<file path="config.mk">
export PLATFORM = sky130hd
export DESIGN_NAME = gcm_stream_ctrl
export DESIGN_NICKNAME = d
export VERILOG_FILES = /design/src/rtl/gcm_ctrl_pkg.sv /design/src/rtl/gcm_ret_fifo.sv /design/src/rtl/gcm_stream_ctrl.sv
export SDC_FILE = /design/constraint.sdc
export NUM_CORES = 2
export LEC_CHECK = 0
export ABC_AREA = 1
export CORE_AREA = 5 5 752 754
export DETAILED_ROUTE_END_ITERATION = 16
export DIE_AREA = 0 0 757 759
export PLACE_DENSITY = 0.3
export SETUP_SLACK_MARGIN = 0.15
export SYNTH_ARGS = -nofsm -noshare
export SYNTH_HDL_FRONTEND = slang
export SYNTH_HIERARCHICAL = 1
export SYNTH_SLANG_ARGS = --single-unit
</file>
<file path="constraint.sdc">
create_clock -name clk -period 2.94 [get_ports clk]
set_clock_uncertainty 0.15 [all_clocks]
set_input_delay 0.441 -clock clk [delete_from_list [all_inputs] [get_ports clk]]
set_output_delay 0.441 -clock clk [all_outputs]
set_load 0.02 [all_outputs]
</file>
<file path="src/rtl/gcm_ctrl_pkg.sv">
// Shared types and constants for the GCM stream sequencer.
// Passby fields are numbered from the MSB end: id in the top byte, block index just below it.
`timescale 1ns/1ps
package gcm_ctrl_pkg;
   typedef enum logic [2:0] {
      S_IDLE,
      S_STREAM,
      S_DRAIN,
      S_TAG_WAIT,
      S_TAG_OUT
   } state_t;

   localparam int BLK_W   = 128;
   localparam int IV_W    = 96;
   localparam int SIZE_W  = 64;
   localparam int ID_W    = 8;
   localparam int IDX_W   = 16;
   localparam int ID_LSB  = BLK_W - ID_W;
   localparam int IDX_LSB = ID_LSB - IDX_W;

   function automatic logic [BLK_W-1:0] make_passby(input logic [ID_W-1:0]  id,
                                                    input logic [IDX_W-1:0] idx);
      logic [BLK_W-1:0] pb;
      pb = '0;
      pb[ID_LSB +: ID_W]   = id;
      pb[IDX_LSB +: IDX_W] = idx;
      return pb;
   endfunction
endpackage

</file>
<file path="src/rtl/gcm_ret_fifo.sv">
// First-word-fall-through return buffer for ciphertext blocks; head reads as zero when empty.
// Pushes while full are ignored here; the sequencer flags them.
`timescale 1ns/1ps
module gcm_ret_fifo #(
   parameter int DEPTH = 4,
   parameter int WIDTH = 129
) (
   input  logic             clk,
   input  logic             rst_n,
   input  logic             push,
   input  logic [WIDTH-1:0] push_data,
   input  logic             pop,
   output logic [WIDTH-1:0] head,
   output logic             full,
   output logic             empty
);
   localparam int AW = $clog2(DEPTH);

   logic [WIDTH-1:0] mem [DEPTH];
   logic [AW-1:0]    wr_ptr;
   logic [AW-1:0]    rd_ptr;
   logic [AW:0]      count;
   logic             do_push;
   logic             do_pop;

   assign full    = (count == (AW+1)'(DEPTH));
   assign empty   = (count == '0);
   assign do_push = push && !full;
   assign do_pop  = pop && !empty;
   assign head    = empty ? '0 : mem[rd_ptr];

   always_ff @(posedge clk or negedge rst_n) begin
      if (!rst_n) begin
         wr_ptr <= '0;
         rd_ptr <= '0;
         count  <= '0;
         for (int i = 0; i < DEPTH; i++) mem[i] <= '0;
      end else begin
         if (do_push) begin
            mem[wr_ptr] <= push_data;
            wr_ptr      <= wr_ptr + 1'b1;
         end
         if (do_pop) rd_ptr <= rd_ptr + 1'b1;
         case ({do_push, do_pop})
            2'b10:   count <= count + 1'b1;
            2'b01:   count <= count - 1'b1;
            default: count <= count;
         endcase
      end
   end
endmodule

</file>
<file path="src/rtl/gcm_stream_ctrl.sv">
// Feeds multi-block messages through a gcm_aes core and returns ciphertext and tag on valid/ready streams.
// Issue is credit-limited so the non-stallable core can never overflow the return FIFO.
`timescale 1ns/1ps
module gcm_stream_ctrl
   import gcm_ctrl_pkg::*;
#(
   parameter int INFLIGHT = 4,
   parameter int LEN_W    = 16
) (
   input  logic              clk,
   input  logic              rst_n,
   input  logic              cfg_valid,
   output logic              cfg_ready,
   input  logic [BLK_W-1:0]  cfg_key,
   input  logic [IV_W-1:0]   cfg_iv,
   input  logic [BLK_W-1:0]  cfg_aad,
   input  logic [SIZE_W-1:0] cfg_aad_size,
   input  logic [LEN_W-1:0]  cfg_len,
   input  logic [ID_W-1:0]   cfg_msg_id,
   input  logic              pt_valid,
   output logic              pt_ready,
   input  logic [BLK_W-1:0]  pt_data,
   output logic              ct_valid,
   input  logic              ct_ready,
   output logic [BLK_W-1:0]  ct_data,
   output logic              ct_last,
   output logic              tag_valid,
   input  logic              tag_ready,
   output logic [BLK_W-1:0]  tag_data,
   output logic              busy,
   output logic              err,
   output logic              core_new,
   output logic [BLK_W-1:0]  core_key,
   output logic [IV_W-1:0]   core_iv,
   output logic [BLK_W-1:0]  core_aad,
   output logic [SIZE_W-1:0] core_aad_size,
   output logic [SIZE_W-1:0] core_plain_text_size,
   output logic [BLK_W-1:0]  core_plain_text,
   output logic [BLK_W-1:0]  core_passby_text,
   input  logic              core_cp_ready,
   input  logic [BLK_W-1:0]  core_cipher_text,
   input  logic [BLK_W-1:0]  core_passby_ret,
   input  logic              core_tag_ready,
   input  logic [BLK_W-1:0]  core_tag
);
   localparam int CW = $clog2(INFLIGHT) + 1;

   state_t           state;
   logic [LEN_W-1:0] len;
   logic [LEN_W-1:0] issued;
   logic [LEN_W-1:0] returned;
   logic [LEN_W-1:0] returned_nxt;
   logic [ID_W-1:0]  msg_id;
   logic [CW-1:0]    credits;
   logic             rst_done;
   logic             cfg_fire;
   logic             pt_fire;
   logic             ct_fire;
   logic             ret_active;
   logic             ret_take;
   logic             ret_bad;
   logic             ret_last;
   logic             fifo_full;
   logic             fifo_empty;
   logic [BLK_W:0]   fifo_head;
   logic             unused_passby_tail;

   // cfg_ready is held low until the first clock after reset so every output reads 0 in reset.
   assign cfg_ready  = rst_done && (state == S_IDLE);
   assign pt_ready   = (state == S_STREAM) && (credits != '0);
   assign ct_valid   = !fifo_empty;
   assign ct_data    = fifo_head[BLK_W-1:0];
   assign ct_last    = fifo_head[BLK_W];
   assign tag_valid  = (state == S_TAG_OUT);
   assign busy       = (state != S_IDLE);
   assign core_plain_text_size = SIZE_W'({len, 7'd0});

   assign cfg_fire   = cfg_valid && cfg_ready;
   assign pt_fire    = pt_valid && pt_ready;
   assign ct_fire    = ct_valid && ct_ready;
   assign ret_active = (state == S_STREAM) || (state == S_DRAIN);
   assign ret_take   = core_cp_ready && ret_active;
   assign ret_bad    = (core_passby_ret[ID_LSB +: ID_W] != msg_id) ||
                       (core_passby_ret[IDX_LSB +: IDX_W] != IDX_W'(returned));
   assign ret_last   = (returned == len - 1'b1);
   assign returned_nxt = returned + LEN_W'(ret_take);
   assign unused_passby_tail = ^core_passby_ret[IDX_LSB-1:0];

   gcm_ret_fifo #(
      .DEPTH (INFLIGHT),
      .WIDTH (BLK_W + 1)
   ) u_ret_fifo (
      .clk       (clk),
      .rst_n     (rst_n),
      .push      (ret_take),
      .push_data ({ret_last, core_cipher_text}),
      .pop       (ct_fire),
      .head      (fifo_head),
      .full      (fifo_full),
      .empty     (fifo_empty)
   );

   always_ff @(posedge clk or negedge rst_n) begin
      if (!rst_n) begin
         state            <= S_IDLE;
         rst_done         <= 1'b0;
         len              <= '0;
         issued           <= '0;
         returned         <= '0;
         msg_id           <= '0;
         credits          <= CW'(INFLIGHT);
         err              <= 1'b0;
         tag_data         <= '0;
         core_new         <= 1'b0;
         core_key         <= '0;
         core_iv          <= '0;
         core_aad         <= '0;
         core_aad_size    <= '0;
         core_plain_text  <= '0;
         core_passby_text <= '0;
      end else begin
         rst_done <= 1'b1;
         core_new <= pt_fire;

         if (pt_fire && !ct_fire)
            credits <= credits - 1'b1;
         else if (ct_fire && !pt_fire && credits < CW'(INFLIGHT))
            credits <= credits + 1'b1;

         if (pt_fire) begin
            core_plain_text  <= pt_data;
            core_passby_text <= make_passby(msg_id, IDX_W'(issued));
            issued           <= issued + 1'b1;
         end

         // A full FIFO at return time means the block is lost; it still counts toward the message.
         if (ret_take) begin
            returned <= returned_nxt;
            if (ret_bad || fifo_full) err <= 1'b1;
         end
         if (core_cp_ready && !ret_active) err <= 1'b1;
         if (core_tag_ready && state != S_TAG_WAIT) err <= 1'b1;

         case (state)
            S_IDLE: begin
               if (cfg_fire) begin
                  if (cfg_len == '0) begin
                     err <= 1'b1;
                  end else begin
                     core_key      <= cfg_key;
                     core_iv       <= cfg_iv;
                     core_aad      <= cfg_aad;
                     core_aad_size <= cfg_aad_size;
                     len           <= cfg_len;
                     msg_id        <= cfg_msg_id;
                     issued        <= '0;
                     returned      <= '0;
                     state         <= S_STREAM;
                  end
               end
            end
            S_STREAM:   if (pt_fire && issued == len - 1'b1) state <= S_DRAIN;
            S_DRAIN:    if (returned_nxt == len) state <= S_TAG_WAIT;
            S_TAG_WAIT: begin
               if (core_tag_ready) begin
                  tag_data <= core_tag;
                  state    <= S_TAG_OUT;
               end
            end
            S_TAG_OUT:  if (tag_ready) state <= S_IDLE;
            default:    state <= S_IDLE;
         endcase
      end
   end
endmodule

</file>
==> metrics.txt <==
H-Tree Depth 4; largest fanout on the critical path 10; die width 757 um; required time of the critical path 2.35 ns; CTS tree yes; critical path buffer and inverter count 5; grt ovf 0; cells after synthesis 7402; vias in the first global route 61440; highest clock rate 313.5 MHz; critical path endpoint category output port; static leakage power 47.98 nW; Critical Path Start u_ret_fifo/rd_ptr[0]; Num CTS Buffers 186; FP Rows 275; vias per cell 3.361; Die Y 759 um; most used cell, CP buf_12; Worst Tran Pin Value 0.9609 ns; antenna violations before repair 118; Yosys cell types 48; RSZ-0062 raised after global routing yes; Syn. warnings 6; max incr delay on CP 0.55 ns; share of cells above drive strength 1 14.07%; ys async rst share 100.0%; CTS max path bufs 4; gr usage total 12.92%; Min Clock Period, post-route 3.190 ns; Cells after DPL 16490; final hold vios 0; largest net degree at the start of global routing 108; DR DRC count 0; CP cell instances buf_12 > buf_12 > buf_12 > clkbuf_16 > nand2_1 > nand3_1 > a21oi_2 > buf_12; Critical-path top delay cell dfrtp_4; Hold Startpoint cfg_iv[77]; routability cong. 0.8268; die area 0.5746 mm^2; Synth Register Bits 1284; CP top delay family buffers and inverters; Total Power 119.4 mW; synthesis-to-finish area growth 73.66%; max-slew violations 0; fillers 62800; sequential share of the synthesized area 53.55%; drt total wl 391100 um; mean post-synth cell area 8.107 um^2; Max Cap Viol 0; setup_tns -16.35 ns; worst skew pair latency 0.87 ns; outcome finished, violations left; Crit Path Class reg -> out; storage element area 0.03214 mm^2; worst setup margin -0.2496 ns; Syn Std Cell Area 0.06001 mm^2; HPWL Detailed 291500 um; Final Cell Area 0.1042 mm^2; clock-pin transition on the worst setup and hold timing paths 0.06 ns; Reg-to-Reg Start state[1]; Power Dens Cells 1146 mW/mm^2; PortBufs 1703; Placement Setup Slack -0.1897 ns; root buffer cell clkbuf_16; # clock sinks 1284; drt initial violations 3258; Finish-stage setup viols 130; Starting Density 10.75%; drt pass-1 iters 5; Worst slew margin 35.73%; violated checks setup timing; Worst EP arrival 2.60 ns; Core Area 0.5584 mm^2; Worst VDD drop 0.6546 mV; placed inst area 0.08817 mm^2; Layout Cells excl Fill 17570; Vias 59050; I/O pins 1960; final worst path period share 108.5%; Post-synth EDFFs 0; first-pass GRT wire length 527400 um; Layout Nets 10880; multi-input logic area 0.02425 mm^2; prevailing post-synth register cell dfrtp_1; hold crit path type in -> reg; CP startpoint kind flop; Final ANT Viol Nets 0; DR WL/cell 22.26 um
path summary, 6_finish.rpt:
path	endpoint	slack, ns	cells past startpoint
max reg2reg	state[1]	0.20	17
min reg2reg	u_ret_fifo/mem[250]	0.32	2
min in group asynchronous	core_plain_text[124]	0.63	3
max in group asynchronous	u_ret_fifo/mem[107]	0.33	4
min	core_iv[77]	0.11	3
max	ct_data[29]	-0.25	8
through the flow:
stage,hold slack [ns],util [%]
floorplan,-0.004591,-
global placement,0.2856,15.79
detailed placement,0.2858,15.79
CTS,0.00003475,18.16
global route,0.01249,18.65
finish,0.1110,18.66
kinds of logic after synthesis:
kind of cell / after synthesis / synth area share [%]
simple gates: 4404 / 30.84
other cells: 2 / 0.01252
xor+xnor: 43 / 0.6860
compound gates: 255 / 2.189
buf+inv: 1274 / 10.05
mux: 128 / 2.402
flops: 1284 / 53.55
fa+ha+maj: 12 / 0.2752
timing repair:
item | 4_1_cts | 5_1_grt
gates resized for setup | 524 | 602
buffers inserted | 12 | 31
pin swaps | 17 | 92
hold buffers | 636 | 0
gates cloned | 7 | 23
hold endpoints to repair | 1666 | 0
endpoints found under the setup margin | 244 | 210
worst min-delay path, cell delays in order:
cell	delay [ns]
clkdlybuf4s50_1	0.42
nand2_1	0.14
nand2_1	0.06
report_power, final:
part | switching, mW | total [mW] | internal (mW)
logic | 39.7 | 65.4 | 25.7
clock network | 9.65 | 23.4 | 13.8
registers | 5.05 | 30.6 | 25.5
total | 54.4 | 119 | 65.0
cell usage after synthesis (7+ instances only):
| master | number | area, um^2 |
|---|---|---|
| nor2_1 | 72 | 270.3 |
| clkbuf_1 | 175 | 656.9 |
| buf_4 | 183 | 1374 |
| xnor2_1 | 10 | 87.58 |
| nand4_1 | 529 | 3309 |
| dfrtp_1 | 1283 | 32110 |
| a21oi_1 | 159 | 795.8 |
| buf_2 | 220 | 1101 |
| nand2_2 | 9 | 56.30 |
| buf_1 | 18 | 67.56 |
| nand3_1 | 337 | 1687 |
| nand2_1 | 3416 | 12820 |
| inv_1 | 627 | 2354 |
| xor2_1 | 30 | 262.8 |
| nor2_2 | 7 | 43.79 |
| ha_1 | 10 | 125.1 |
| buf_6 | 37 | 416.7 |
| inv_2 | 10 | 37.54 |
| mux2_2 | 128 | 1441 |
| o21ai_0 | 78 | 390.4 |
area by class of cell:
| class | instances | share of cell area, % |
|---|---|---|
| Sequential cell | 1284 | 30.84 |
| Timing Repair Buffer | 2797 | 28.46 |
| Multi-Input combinational cell | 4996 | 23.27 |
| Tap cell | 7479 | 8.980 |
| Clock buffer | 270 | 5.164 |
| Inverter | 637 | 2.380 |
| Clock inverter | 64 | 0.7684 |
| Antenna cell | 39 | 0.09365 |
| Timing Repair inverter | 3 | 0.05043 |
registers in the layout, indices dropped and copies added, names as in the netlist, 8 cells and up:
name,cells
core_aad,128
core_aad_size,64
core_iv,96
core_key,128
core_passby_text,24
core_plain_text,128
issued,16
len,16
msg_id,8
returned,16
tag_data,128
u_ret_fifo/mem,516
per-layer routing:
metal | vias up | global-route usage [%] | wire [um]
met5 | - | 0 | 732
met4 | 112 | 2.241 | 8322
met3 | 426 | 3.396 | 23960
met2 | 1541 | 24.24 | 205000
met1 | 28910 | 14.69 | 153000
li1 | 28070 | - | -
cell usage in the layout (no fill, tap or decap), drive strengths merged, types with 4 or more instances in the layout:
cell / instances
nor4: 4
buf: 587
bufinv: 13
diode: 39
nor2: 88
clkdlybuf4s50: 1557
ha: 10
a21oi: 159
nand2: 3427
nor3: 8
o21ai: 82
nand3: 343
conb: 153
dlygate4sd3: 636
mux2: 128
nand4: 529
dfrtp: 1283
xnor2: 10
clkinvlp: 4
clkbuf: 284
xor2: 31
clkinv: 45
inv: 642
(Power assumes the default switching activity.)
